$ cat src/rtl/us_arp_pkg.sv
// Shared constants and helpers for the ARP frame generator.
// Frame lengths exclude FCS, which is appended downstream.
package us_arp_pkg;

    localparam logic [15:0] ARP_ETHERTYPE = 16'h0806;
    localparam logic [15:0] HTYPE_ETH     = 16'h0001;
    localparam logic [15:0] PTYPE_IPV4    = 16'h0800;
    localparam logic [7:0]  HLEN_ETH      = 8'h06;
    localparam logic [7:0]  PLEN_IPV4     = 8'h04;
    localparam logic [15:0] OPER_REQ      = 16'h0001;
    localparam logic [15:0] OPER_REPLY    = 16'h0002;
    localparam logic [47:0] MAC_BCAST     = 48'hFFFF_FFFF_FFFF;

    localparam int unsigned FRAME_LEN     = 42;
    localparam int unsigned FRAME_LEN_PAD = 60;
    localparam int unsigned BEAT_BYTES    = 8;

    typedef enum logic {StIdle, StSend} arp_tx_state_e;

    function automatic logic [2:0] last_beat(input bit pad);
        int unsigned len;
        len = pad ? FRAME_LEN_PAD : FRAME_LEN;
        return 3'((len + BEAT_BYTES - 1) / BEAT_BYTES - 1);
    endfunction

    function automatic logic [7:0] last_keep(input bit pad);
        int unsigned len;
        int unsigned rem;
        len = pad ? FRAME_LEN_PAD : FRAME_LEN;
        rem = len % BEAT_BYTES;
        return (rem == 0) ? 8'hFF : 8'((16'h1 << rem) - 16'h1);
    endfunction

endpackage

$ cat src/rtl/us_arp_frame_rom.sv
// Combinational beat formatter: lays out the Ethernet+ARP frame from the
// latched job fields and selects the 8-byte slice for the current beat.
module us_arp_frame_rom
    import us_arp_pkg::*;
#(
    parameter bit PAD_EN = 1'b1
) (
    input  logic [2:0]  beat_cnt,
    input  logic        is_reply,
    input  logic [47:0] local_mac,
    input  logic [31:0] local_ip,
    input  logic [47:0] peer_mac,
    input  logic [31:0] target_ip,
    output logic [63:0] tdata,
    output logic [7:0]  tkeep,
    output logic        tlast
);

    localparam logic [2:0] LAST_BEAT = last_beat(PAD_EN);
    localparam logic [7:0] LAST_KEEP = last_keep(PAD_EN);

    logic [47:0] eth_dst;
    logic [47:0] tgt_mac;
    logic [15:0] oper;
    logic [7:0]  frame_b [64];

    always_comb begin
        eth_dst = is_reply ? peer_mac : MAC_BCAST;
        tgt_mac = is_reply ? peer_mac : 48'h0;
        oper    = is_reply ? OPER_REPLY : OPER_REQ;
        // Anything not written below is padding and stays zero.
        for (int i = 0; i < 64; i++) begin
            frame_b[i] = 8'h00;
        end
        for (int i = 0; i < 6; i++) begin
            frame_b[i]      = eth_dst[47 - 8*i -: 8];
            frame_b[6 + i]  = local_mac[47 - 8*i -: 8];
            frame_b[22 + i] = local_mac[47 - 8*i -: 8];
            frame_b[32 + i] = tgt_mac[47 - 8*i -: 8];
        end
        frame_b[12] = ARP_ETHERTYPE[15:8];
        frame_b[13] = ARP_ETHERTYPE[7:0];
        frame_b[14] = HTYPE_ETH[15:8];
        frame_b[15] = HTYPE_ETH[7:0];
        frame_b[16] = PTYPE_IPV4[15:8];
        frame_b[17] = PTYPE_IPV4[7:0];
        frame_b[18] = HLEN_ETH;
        frame_b[19] = PLEN_IPV4;
        frame_b[20] = oper[15:8];
        frame_b[21] = oper[7:0];
        for (int i = 0; i < 4; i++) begin
            frame_b[28 + i] = local_ip[31 - 8*i -: 8];
            frame_b[38 + i] = target_ip[31 - 8*i -: 8];
        end
    end

    always_comb begin
        tlast = (beat_cnt == LAST_BEAT);
        tkeep = tlast ? LAST_KEEP : 8'hFF;
        for (int b = 0; b < 8; b++) begin
            tdata[8*b +: 8] = tkeep[b] ? frame_b[{beat_cnt, 3'(b)}] : 8'h00;
        end
    end

endmodule

$ cat src/rtl/us_arp_tx.sv
// ARP frame generator: arbitrates table requests against RX-path replies,
// latches the job fields and streams one frame per job as 64-bit beats.
module us_arp_tx
    import us_arp_pkg::*;
#(
    parameter bit PAD_EN = 1'b1
) (
    input  logic        clk,
    input  logic        rstn,
    input  logic [47:0] local_mac_addr,
    input  logic [31:0] local_ip_addr,
    input  logic [31:0] dst_ip_addr,
    input  logic        arp_request_req,
    output logic        arp_request_ack,
    input  logic        reply_req,
    input  logic [47:0] reply_dst_mac,
    input  logic [31:0] reply_dst_ip,
    output logic        reply_ack,
    output logic [63:0] tx_tdata,
    output logic [7:0]  tx_tkeep,
    output logic        tx_tvalid,
    input  logic        tx_tready,
    output logic        tx_tlast,
    output logic        busy
);

    arp_tx_state_e state_q, state_d;
    logic [2:0]    beat_cnt_q, beat_cnt_d;
    logic          is_reply_q, is_reply_d;
    logic [47:0]   local_mac_q, local_mac_d;
    logic [31:0]   local_ip_q, local_ip_d;
    logic [47:0]   peer_mac_q, peer_mac_d;
    logic [31:0]   target_ip_q, target_ip_d;
    logic          req_ack_q, req_ack_d;
    logic          rep_ack_q, rep_ack_d;

    logic [63:0] rom_tdata;
    logic [7:0]  rom_tkeep;
    logic        rom_tlast;
    logic        send;

    us_arp_frame_rom #(
        .PAD_EN(PAD_EN)
    ) u_frame_rom (
        .beat_cnt (beat_cnt_q),
        .is_reply (is_reply_q),
        .local_mac(local_mac_q),
        .local_ip (local_ip_q),
        .peer_mac (peer_mac_q),
        .target_ip(target_ip_q),
        .tdata    (rom_tdata),
        .tkeep    (rom_tkeep),
        .tlast    (rom_tlast)
    );

    always_ff @(posedge clk or negedge rstn) begin
        if (!rstn) begin
            state_q     <= StIdle;
            beat_cnt_q  <= 3'd0;
            is_reply_q  <= 1'b0;
            local_mac_q <= 48'h0;
            local_ip_q  <= 32'h0;
            peer_mac_q  <= 48'h0;
            target_ip_q <= 32'h0;
            req_ack_q   <= 1'b0;
            rep_ack_q   <= 1'b0;
        end else begin
            state_q     <= state_d;
            beat_cnt_q  <= beat_cnt_d;
            is_reply_q  <= is_reply_d;
            local_mac_q <= local_mac_d;
            local_ip_q  <= local_ip_d;
            peer_mac_q  <= peer_mac_d;
            target_ip_q <= target_ip_d;
            req_ack_q   <= req_ack_d;
            rep_ack_q   <= rep_ack_d;
        end
    end

    always_comb begin
        state_d     = state_q;
        beat_cnt_d  = beat_cnt_q;
        is_reply_d  = is_reply_q;
        local_mac_d = local_mac_q;
        local_ip_d  = local_ip_q;
        peer_mac_d  = peer_mac_q;
        target_ip_d = target_ip_q;
        req_ack_d   = 1'b0;
        rep_ack_d   = 1'b0;
        unique case (state_q)
            StIdle: begin
                // Replies win; a concurrent table request stays pending.
                if (reply_req || arp_request_req) begin
                    state_d     = StSend;
                    beat_cnt_d  = 3'd0;
                    local_mac_d = local_mac_addr;
                    local_ip_d  = local_ip_addr;
                    is_reply_d  = reply_req;
                    if (reply_req) begin
                        rep_ack_d   = 1'b1;
                        peer_mac_d  = reply_dst_mac;
                        target_ip_d = reply_dst_ip;
                    end else begin
                        req_ack_d   = 1'b1;
                        peer_mac_d  = 48'h0;
                        target_ip_d = dst_ip_addr;
                    end
                end
            end
            StSend: begin
                if (tx_tready) begin
                    if (rom_tlast) begin
                        state_d    = StIdle;
                        beat_cnt_d = 3'd0;
                    end else begin
                        beat_cnt_d = beat_cnt_q + 3'd1;
                    end
                end
            end
            default: state_d = StIdle;
        endcase
    end

    always_comb begin
        send            = (state_q == StSend);
        tx_tvalid       = send;
        busy            = send;
        tx_tdata        = send ? rom_tdata : 64'h0;
        tx_tkeep        = send ? rom_tkeep : 8'h00;
        tx_tlast        = send && rom_tlast;
        arp_request_ack = req_ack_q;
        reply_ack       = rep_ack_q;
    end

endmodule
$ cat config.mk
export PLATFORM = sky130hd
export DESIGN_NAME = us_arp_tx
export DESIGN_NICKNAME = d
export VERILOG_FILES = /design/src/rtl/us_arp_pkg.sv /design/src/rtl/us_arp_frame_rom.sv /design/src/rtl/us_arp_tx.sv
export SDC_FILE = /design/constraint.sdc
export NUM_CORES = 1
export LEC_CHECK = 0
export CAP_MARGIN = 20
export CORE_MARGIN = 2
export CORE_UTILIZATION = 44
export CTS_BUF_LIST = sky130_fd_sc_hd__clkbuf_8
export DETAILED_ROUTE_END_ITERATION = 10
export MAX_ROUTING_LAYER = met4
export PLACE_DENSITY = 0.82
export SYNTH_ARGS = -nofsm -noshare
export SYNTH_HDL_FRONTEND = slang
export SYNTH_HIERARCHICAL = 1
export SYNTH_SLANG_ARGS = --single-unit
$ cat constraint.sdc
create_clock -name clk -period 1.6 [get_ports clk]
set_input_delay 0.24 -clock clk [delete_from_list [all_inputs] [get_ports clk]]
set_output_delay 0.24 -clock clk [all_outputs]
set_load 0.01 [all_outputs]
==> results of run 1 <==
## tightest hold or removal path, cell delays in order
cell,delay [ps]
buf_2,160
buf_12,200
nor2_1,70
## state kept, by name (all words and copies together), names as in the netlist
register and count:
peer_mac_q 48, reply_ack 1, target_ip_q 32, beat_cnt_q 3, arp_request_ack 1, busy 1
local_mac_q 48, local_ip_q 32, is_reply_q 1
## cells in the final DEF, fill, tap and decap left out, drive strengths merged, types with 2 or more instances in the layout
| cell | instances |
|---|---|
| inv | 6 |
| a22oi | 15 |
| nor2b | 14 |
| mux2 | 144 |
| nand2b | 4 |
| clkinv | 5 |
| bufinv | 4 |
| mux2i | 3 |
| nor2 | 5 |
| o22ai | 17 |
| a21o | 3 |
| a31o | 2 |
| buf | 203 |
| a21oi | 59 |
| and2 | 74 |
| and2b | 3 |
| clkdlybuf4s50 | 194 |
| nand2 | 22 |
| o21ai | 17 |
| or2 | 2 |
| o2bb2ai | 33 |
| conb | 4 |
| dfrtp | 167 |
| a22o | 48 |
| clkbuf | 27 |
| dlymetal6s2s | 2 |
## metal layers
layer / track usage [%] / wire (um) / part of all wire (%) / vias to the layer above
li1: - / - / - / 3322
met1: 35.05 / 12590 / 40 / 3785
met2: 45.43 / 15640 / 50 / 343
met3: 6.113 / 2137 / 6.8 / 73
met4: 10.20 / 960 / 3.1 / 0
met5: - / 0 / 0 / -
## timing repair
item / in CTS / in global routing
gates resized for setup: 406 / 204
cloned: 16 / 8
setup endpoints to repair: 130 / 164
buffers inserted: 42 / 17
pin swaps: 72 / 81
hold buffers: 1 / 0
endpoints found under the hold margin: 36 / 0
## layout make-up
cell class,count,area (um2)
clock inverter,13,180.2
clock buffer,19,261.5
multi-input combinational,480,4926
inverter,2,15.01
sequential,167,4183
fill,1242,5149
tap,265,331.6
timing repair buffer,409,4481
## power breakdown
group	switching (uW)	internal [uW]
logic	7880	10800
registers	1620	6260
clock network	1620	1780
total	11100	18800
## worst paths after layout
kind | depth (start not counted) | startpoint | slack, ps | endpoint
setup / recovery | 8 | beat_cnt_q[2]$_DFFE_PN0P_ | -720 | tx_tdata[4]
hold / removal | 3 | reply_req | 230 | arp_request_ack$_DFF_PN0_
setup reg to reg | 10 | beat_cnt_q[1]$_DFFE_PN0P_ | -270 | beat_cnt_q[2]$_DFFE_PN0P_
hold reg to reg | 1 | local_mac_q[21]$_DFFE_PN0P_ | 510 | local_mac_q[21]$_DFFE_PN0P_
max in group asynchronous | 3 | rstn | 700 | local_mac_q[44]$_DFFE_PN0P_
min in group asynchronous | 2 | rstn | 250 | peer_mac_q[6]$_DFFE_PN0P_
## logic make-up after synthesis
family / Yosys count / share of synthesized area (%)
xor gates and xnor gates: 1 / 0.09956
AOI/OAI and AO/OA: 197 / 15.69
muxes: 147 / 21.71
other: 1 / 0.04262
adders and majority gates: 1 / 0.1422
and+or+nand+nor: 130 / 9.044
buffers and inverters: 76 / 5.774
DFF: 167 / 47.50
## cells in the mapped netlist (all sizes together)
| cell | n |
|---|---|
| o2bb2ai | 33 |
| and3b | 1 |
| and2b | 3 |
| nand2b | 4 |
| a21o | 3 |
| nand3b | 1 |
| clkbuf | 28 |
| a21oi | 59 |
| and4b | 1 |
| nor3b | 1 |
| and2 | 74 |
| nor4bb | 1 |
| dfrtp | 167 |
| inv | 2 |
| ha | 1 |
| xor2 | 1 |
| or2 | 2 |
| a22o | 48 |
| a32o | 1 |
| conb | 1 |
| buf | 46 |
| nor3 | 1 |
| nand2 | 22 |
| a22oi | 15 |
| mux2i | 3 |
| o22ai | 17 |
| o21ba | 1 |
| nor2b | 14 |
| nor2 | 5 |
| a31o | 2 |
| o21ai | 17 |
| mux2 | 144 |
| o21bai | 1 |
## per-stage QoR
step                total power, uW  util, %  area [um2]
floorplan                     15720        -        8811
global placement              21500    62.11       12130
global route                  31330    73.63       14380
detailed placement            21890    62.11       12130
CTS                           27440    69.77       13620
finish                        29950    73.63       14380
==> results_dict.tcl, run 1 <==
set metrics [dict create \
    outcome "finished with violations" \
    violations "negative setup slack" \
    maxSlewViolCount 0 \
    drtPass1Iterations 5 \
    ys_seq_elements 167 \
    floorplan.initialDensity_pct 45.06 \
    synth-seq-area-share_pct 47.50 \
    place.gp.congestion 0.8655 \
    critPathMaxStageDelay_ps 440 \
    vias 7523 \
    critPathTopFamily "buffers and inverters" \
    dp.cells 1251 \
    dieArea_um2 21140 \
    avgSynthCellArea_um2 12.22 \
    fp-row-count 51 \
    crit_buf_inv 4 \
    finalSetupViolations 127 \
    grt_pass1_vias 7869 \
    drt_first_iter_violations 386 \
    crit_required_ps 1360 \
    hold_ws_ps 228.0 \
    areaGrowthSynthToFinish_pct 63.41 \
    antennaDiodeCount 0 \
    port_buffers 273 \
    synth.area.top_cells "dfrtp_1, mux2_4, mux2_2, and2_1, a22o_1" \
    layout-drive-gt1-share_pct 47.61 \
    hold_path_class "in2reg" \
    clk_pin_slew_ps 90 \
    critPathArrivalTime_ps 2080 \
    dp_hpwl_um 17980 \
    netlist-cell-type-count 45 \
    yosys.area.top_type "dfrtp_1" \
    fp.coreArea_um2 19530 \
    setup_ws_ps -720.8 \
    max_freq_ghz 0.4309 \
    period_share_pct 145.0 \
    critPathCaptureType "output port" \
    cp_slowest_cell "dfrtp_2" \
    wl_per_cell_um 23.12 \
    max-vdd-ir-drop_mv 1.050 \
    dieHeight_um 145.4 \
    syn_area_um2 8798 \
    rsz0062_at_grt "true" \
    syn-instance-count 720 \
    die_w_um 145.4 \
    fin_nets 1275 \
    synth_top_area_share_pct 47.50 \
    leakagePower_uw 0.006351 \
    finalSetupTns_ps -44540 \
    p_per_area_nw_per_um2 2083 \
    grt_overflow 0 \
    grt_pass1_wl_um 44990 \
    path_max_fanout 6 \
    clock_skew_ps 8.231 \
    cts_tree "yes" \
    path_common_cell "buf_4" \
    antenna_found_initial 0 \
    ios 274 \
    cts_root_buffer "clkbuf_8" \
    ys_warn_count 6 \
    drv_cap 0 \
    cts.sinks 167 \
    track_usage_pct 28.14 \
    cts_buffers 17 \
    grt_max_degree 52 \
    clk_path_buf_depth 2 \
    hold_viol_final 0 \
    drc_errors 0 \
    critPathLaunchType "flop" \
    path_cells "buf_6 > buf_4 > and2b_1 > a21oi_2 > buf_4 > o22ai_1 > and2_1 > buf_2" \
    post-route-min-period_ps 2321 \
    instances_no_fill 1355 \
    ant_nets 0 \
    drt_wl_total_um 31330 \
    htree_levels 4 \
    dp_worst_setup_slack_ps -551.4 \
    crit_type "reg2out" \
    worstSkewPairLatency_ps 470 \
    viasPerCell 5.552 \
]
No activity file was read; power rests on OpenSTA's default activity.
==> run 2: changes to the inputs <==
--- a/config.mk
+++ b/config.mk
@@ -12,6 +12,7 @@
 export DETAILED_ROUTE_END_ITERATION = 10
 export MAX_ROUTING_LAYER = met4
 export PLACE_DENSITY = 0.82
+export SKIP_LAST_GASP = 1
 export SYNTH_ARGS = -nofsm -noshare
 export SYNTH_HDL_FRONTEND = slang
 export SYNTH_HIERARCHICAL = 1
==> constraint.sdc (replaced) <==
create_clock -name clk -period 1.6 [get_ports clk]
set_input_delay 0.48 -clock clk [delete_from_list [all_inputs] [get_ports clk]]
set_output_delay 0.48 -clock clk [all_outputs]
set_load 0.01 [all_outputs]
==> results_dict.tcl, run 2 (synthesis gave the netlist of run 1 again) <==
set metrics [dict create \
    grtUsageMet1_pct 36.87 \
    vias 8032 \
    switching_share_pct 36.33 \
    clock_skew_ps 23.16 \
    met3_usage_pct 7.147 \
    viasPerCell 5.636 \
    die_w_um 145.4 \
    p_clk_share_pct 9.4 \
    critPathMaxStageDelay_ps 500 \
    top_usage_layer "met2" \
    final_util_pct 79.37 \
    finalSetupTns_ps -88100 \
    grt_max_degree 54 \
    period_share_pct 159.3 \
    leakagePower_uw 0.006867 \
    grt_overflow 0 \
    antenna_found_initial 2 \
    ant_nets 0 \
    place.gp.congestion 0.8812 \
    drt_wl_total_um 34470 \
    violations "negative setup slack" \
    crit_required_ps 1120 \
    floorplan.initialDensity_pct 45.06 \
    max_freq_ghz 0.3924 \
    p_int_uw 21590 \
    crit_type "reg2out" \
    track_usage_pct 31.61 \
    htree_levels 4 \
    cts.sinks 167 \
    drc_errors 0 \
    worstSkewPairLatency_ps 470 \
    layout-drive-gt1-share_pct 55.57 \
    wl_per_cell_um 24.19 \
    critPathLaunchType "flop" \
    critPathCaptureType "output port" \
    grt_pass1_wl_um 50110 \
    path_cells "buf_6 > or2_4 > buf_6 > buf_4 > o22ai_4 > and2_4 > buf_6" \
    dp_hpwl_um 19270 \
    ios 274 \
    most-common-layout-cells "clkdlybuf4s50_1, dfrtp_1, buf_6" \
    port_buffers 273 \
    maxSlewViolCount 0 \
    areaGrowthSynthToFinish_pct 76.14 \
    cts_buffers 17 \
    hold_path_class "in2reg" \
    grtUsageMet2_pct 51.64 \
    top_regs "local_mac_q (48), peer_mac_q (48)" \
    final_common_cell "clkdlybuf4s50_1" \
    finalSetupViolations 239 \
    p_per_area_nw_per_um2 2188 \
    drtPass1Iterations 5 \
    fp.coreArea_um2 19530 \
    clk_pin_slew_ps 100 \
    setup_ws_ps -948.2 \
    outcome "finished with violations" \
    clk_path_buf_depth 2 \
    cts_root_buffer "clkbuf_8" \
    post-route-min-period_ps 2548 \
    grt_pass1_vias 8632 \
    switchingPower_uw 12320 \
    cts_tree "yes" \
    path_common_cell "buf_6" \
    max-vdd-ir-drop_mv 1.474 \
    dieArea_um2 21140 \
    p_comb_share_pct 67.0 \
    fin_nets 1343 \
    cp_slowest_cell "dfrtp_2" \
    drv_cap 0 \
    rsz0062_at_grt "true" \
    drt_first_iter_violations 475 \
    critPathArrivalTime_ps 2070 \
    power.total_uw 33910 \
    dieHeight_um 145.4 \
    hold_viol_final 0 \
    path_max_fanout 7 \
    power_frac_seq_pct 23.6 \
    fp-row-count 51 \
    instances_no_fill 1425 \
    dp.cells 1293 \
]
run 2: cell count changes in the layout (fill, tap and decap cells not counted), sizes merged:
cell | previous run | this run
bufinv | 4 | 3
diode | 0 | 3
inv | 6 | 5
buf | 203 | 273
dlymetal6s2s | 2 | 0
bufbuf | 1 | 2
clkdlybuf4s15 | 0 | 2
clkbuf | 27 | 23
clkinv | 5 | 7
run 2: stage by stage:
| step | instance area [um2] | worst slack, ps | hold WS [ps] |
|---|---|---|---|
| 2_1_floorplan | 9002 | -214.4 | 184.4 |
| 5_1_grt | 15490 | -1071 | 409.8 |
| 6_report | 15500 | -948.2 | 424.6 |
| 3_3_place_gp | 12640 | -786.0 | 393.7 |
| 4_1_cts | 14860 | -1003 | 406.4 |
| 3_5_place_dp | 12640 | -803.3 | 398.2 |
run 2: final cells by class:
type                       instances  area (um2)
sequential                       167        4184
tap                              265       331.6
timing repair buffer             477        5334
inverter                           2       7.507
fill                            1107        4029
clock inverter                    13       153.9
clock buffer                      18       247.7
multi-input combinational        480        5231
antenna                            3       7.507
run 2: final timing paths:
path | start | endpoint | slack [ps] | cells after the start
max reg2reg | busy$_DFF_PN0_ | local_ip_q[19]$_DFFE_PN0P_ | -280 | 8
min | reply_req | arp_request_ack$_DFF_PN0_ | 420 | 3
min in group asynchronous | rstn | local_ip_q[22]$_DFFE_PN0P_ | 520 | 2
max | beat_cnt_q[1]$_DFFE_PN0P_ | tx_tdata[8] | -950 | 7
min reg2reg | local_mac_q[23]$_DFFE_PN0P_ | local_mac_q[23]$_DFFE_PN0P_ | 510 | 1
max in group asynchronous | rstn | target_ip_q[23]$_DFFE_PN0P_ | 440 | 3
run 2: critical path: cells and delay by family, from the launching register on:
kind	cells	cell delay (ps)
AND/OR/NAND/NOR	2	430
flip-flops	1	500
buffers and inverters	4	530
AO/OA/AOI/OAI	1	150
run 2: metal layers:
layer | vias up | share of wire (%)
li1 | 3447 | -
met1 | 4075 | 39
met2 | 397 | 50
met3 | 113 | 6.5
met4 | 0 | 5.1
met5 | - | 0
run 2: what timing repair did:
action | in CTS | in global routing
hold buffers | 1 | 0
gates resized for setup | 539 | 179
cloned | 21 | 6
endpoints found under the hold margin | 25 | 0
setup buffers | 69 | 20
setup endpoints to repair | 182 | 239
pin swaps | 41 | 110
run 2: power by group through the flow:
stage,logic (uW),clock network (uW),registers [uW]
4_1_cts,20300,3230,7710
2_1_floorplan,9640,0,7130
3_5_place_dp,15900,0,7620
5_1_grt,23700,3400,8180
3_3_place_gp,15600,0,7520
6_report,22700,3200,7990
==> run 3: changes to the inputs <==
--- a/config.mk
+++ b/config.mk
@@ -11,7 +11,7 @@
 export CTS_BUF_LIST = sky130_fd_sc_hd__clkbuf_8
 export DETAILED_ROUTE_END_ITERATION = 10
 export MAX_ROUTING_LAYER = met4
-export PLACE_DENSITY = 0.82
+export PLACE_DENSITY = 0.79
 export SKIP_LAST_GASP = 1
 export SYNTH_ARGS = -nofsm -noshare
 export SYNTH_HDL_FRONTEND = slang
==> results_dict.tcl, run 3 (synthesis gave the netlist of run 1 again) <==
set metrics [dict create \
    dieHeight_um 145.4 \
    drt_first_iter_violations 374 \
    viasPerCell 5.494 \
    hold_ws_ps 493.6 \
    leakagePower_uw 0.006618 \
    maxSlewViolCount 0 \
    most-common-layout-cells "clkdlybuf4s50_1, dfrtp_1, mux2_4" \
    period_share_pct 157.0 \
    place.gp.congestion 0.8169 \
    cts_root_buffer "clkbuf_8" \
    critPathArrivalTime_ps 2030 \
    grt_pass1_vias 7880 \
    crit_type "reg2out" \
    dp_worst_setup_slack_ps -804.9 \
    finalInstanceArea_um2 15150 \
    finalSetupViolations 240 \
    path_cells "buf_6 > inv_4 > buf_6 > buf_4 > o22ai_2 > and2_4 > clkdlybuf4s15_2" \
    top_regs "local_mac_q (48), peer_mac_q (48)" \
    drv_cap 0 \
    ios 274 \
    path_common_cell "buf_6" \
    path_max_fanout 9 \
    wl_per_cell_um 22.75 \
    rsz0062_at_grt "true" \
    track_usage_pct 27.82 \
    layout-drive-gt1-share_pct 54.77 \
    drc_errors 0 \
    regArea_um2 4185 \
    ant_nets 0 \
    critPathMaxStageDelay_ps 460 \
    drtPass1Iterations 5 \
    final_common_cell "clkdlybuf4s50_1" \
    fp.coreArea_um2 19530 \
    grt_max_degree 46 \
    multiInputGateArea_um2 5077 \
    r2r-start "busy$_DFF_PN0_" \
    violations "negative setup slack" \
    areaGrowthSynthToFinish_pct 72.14 \
    htree_levels 4 \
    crit_required_ps 1120 \
    dieArea_um2 21140 \
    antenna_found_initial 3 \
    cp_slowest_cell "dfrtp_2" \
    clock_skew_ps 8.605 \
    critPathLaunchType "flop" \
    max-vdd-ir-drop_mv 1.533 \
    floorplan.initialDensity_pct 45.06 \
    final_util_pct 77.57 \
    nFillCells 1119 \
    outcome "finished with violations" \
    port_buffers 273 \
    grt_overflow 0 \
    hold_viol_final 0 \
    die_w_um 145.4 \
    min_from "reply_req" \
    clk_path_buf_depth 2 \
    hold_path_class "in2reg" \
    startpoint "beat_cnt_q[0]$_DFFE_PN0P_" \
    vias 7692 \
    dp_hpwl_um 18000 \
    grt_pass1_wl_um 44560 \
    fin_nets 1317 \
    post_dp_cell_area_um2 12480 \
    worstSkewPairLatency_ps 460 \
    cts_tree "yes" \
    p_per_area_nw_per_um2 2146 \
    fp-row-count 51 \
    cts.sinks 167 \
    setup_ws_ps -911.5 \
    clk_pin_slew_ps 90 \
    cts_buffers 17 \
    max_freq_ghz 0.3982 \
    drt_wl_total_um 31860 \
    critPathCaptureType "output port" \
    post-route-min-period_ps 2511 \
]
-- run 3: cell count changes in the layout (fill, tap and decap cells not counted), moves of 5 or more --
| cell | before | now |
|---|---|---|
| buf_6 | 123 | 91 |
| a21oi_2 | 24 | 37 |
| nand2_2 | 8 | 2 |
| a21oi_1 | 30 | 13 |
| mux2_4 | 112 | 93 |
| o2bb2ai_4 | 8 | 0 |
| clkbuf_16 | 5 | 11 |
| o21ai_2 | 11 | 6 |
| buf_4 | 80 | 73 |
| nand2_1 | 6 | 14 |
| a22oi_2 | 5 | 11 |
| a22oi_1 | 10 | 4 |
| mux2_2 | 32 | 51 |
-- run 3: report_power, final --
group	leakage (uW)	switching, uW	total [uW]	internal, uW
registers	0.00202	1650	7910	6260
clock network	0.000202	1680	3120	1440
logic	0.00440	8460	21500	13000
-- run 3: final cells by class --
class	count	area share [%]
repair buffers	450	33.88
multi-input cells	481	33.52
flip-flops and latches	167	27.63
well taps	265	2.189
clock buffers	18	1.636
clock inverters	14	1.008
inverters	2	0.08261
diodes	3	0.04957
-- run 3: path summary, 6_finish.rpt --
path,cells past startpoint,end,slack [ps]
max,7,tx_tdata[6],-910
min reg2reg,1,local_mac_q[25]$_DFFE_PN0P_,510
min,3,arp_request_ack$_DFF_PN0_,490
max reg2reg,9,local_ip_q[30]$_DFFE_PN0P_,-410
min in group asynchronous,2,peer_mac_q[4]$_DFFE_PN0P_,510
max in group asynchronous,3,is_reply_q$_DFFE_PN0P_,470
-- run 3: per-stage QoR --
| step | TNS [ps] | power [uW] | std cells |
|---|---|---|---|
| floorplan | -10570 | 16770 | 723 |
| global placement | -104050 | 22880 | 1278 |
| detailed placement | -103690 | 23140 | 1278 |
| CTS | -76400 | 28780 | 1362 |
| global route | -112170 | 33920 | 1400 |
| finish | -102320 | 32500 | 1400 |
-- run 3: worst max-delay path: cells and delay by family (launching register included) --
kind	cells	cell delay, ps
AO/OA/AOI/OAI	1	100
buffers and inverters	5	840
flip-flops	1	460
AND/OR/NAND/NOR	1	170
-- run 3: metal layers --
| metal | global-route usage [%] | up-vias | wire, um |
|---|---|---|---|
| li1 | - | 3411 | - |
| met3 | 5.956 | 86 | 1637 |
| met2 | 44.62 | 336 | 15650 |
| met4 | 8.775 | 0 | 1179 |
| met5 | - | - | 0 |
| met1 | 35.51 | 3859 | 13380 |
-- run 3: repair_timing --
item | CTS | global route
pin swaps | 50 | 71
cloned | 13 | 14
endpoints found under the hold margin | 25 | 0
setup buffers | 39 | 31
hold buffers | 1 | 0
gates resized for setup | 444 | 205
setup endpoints to repair | 186 | 179
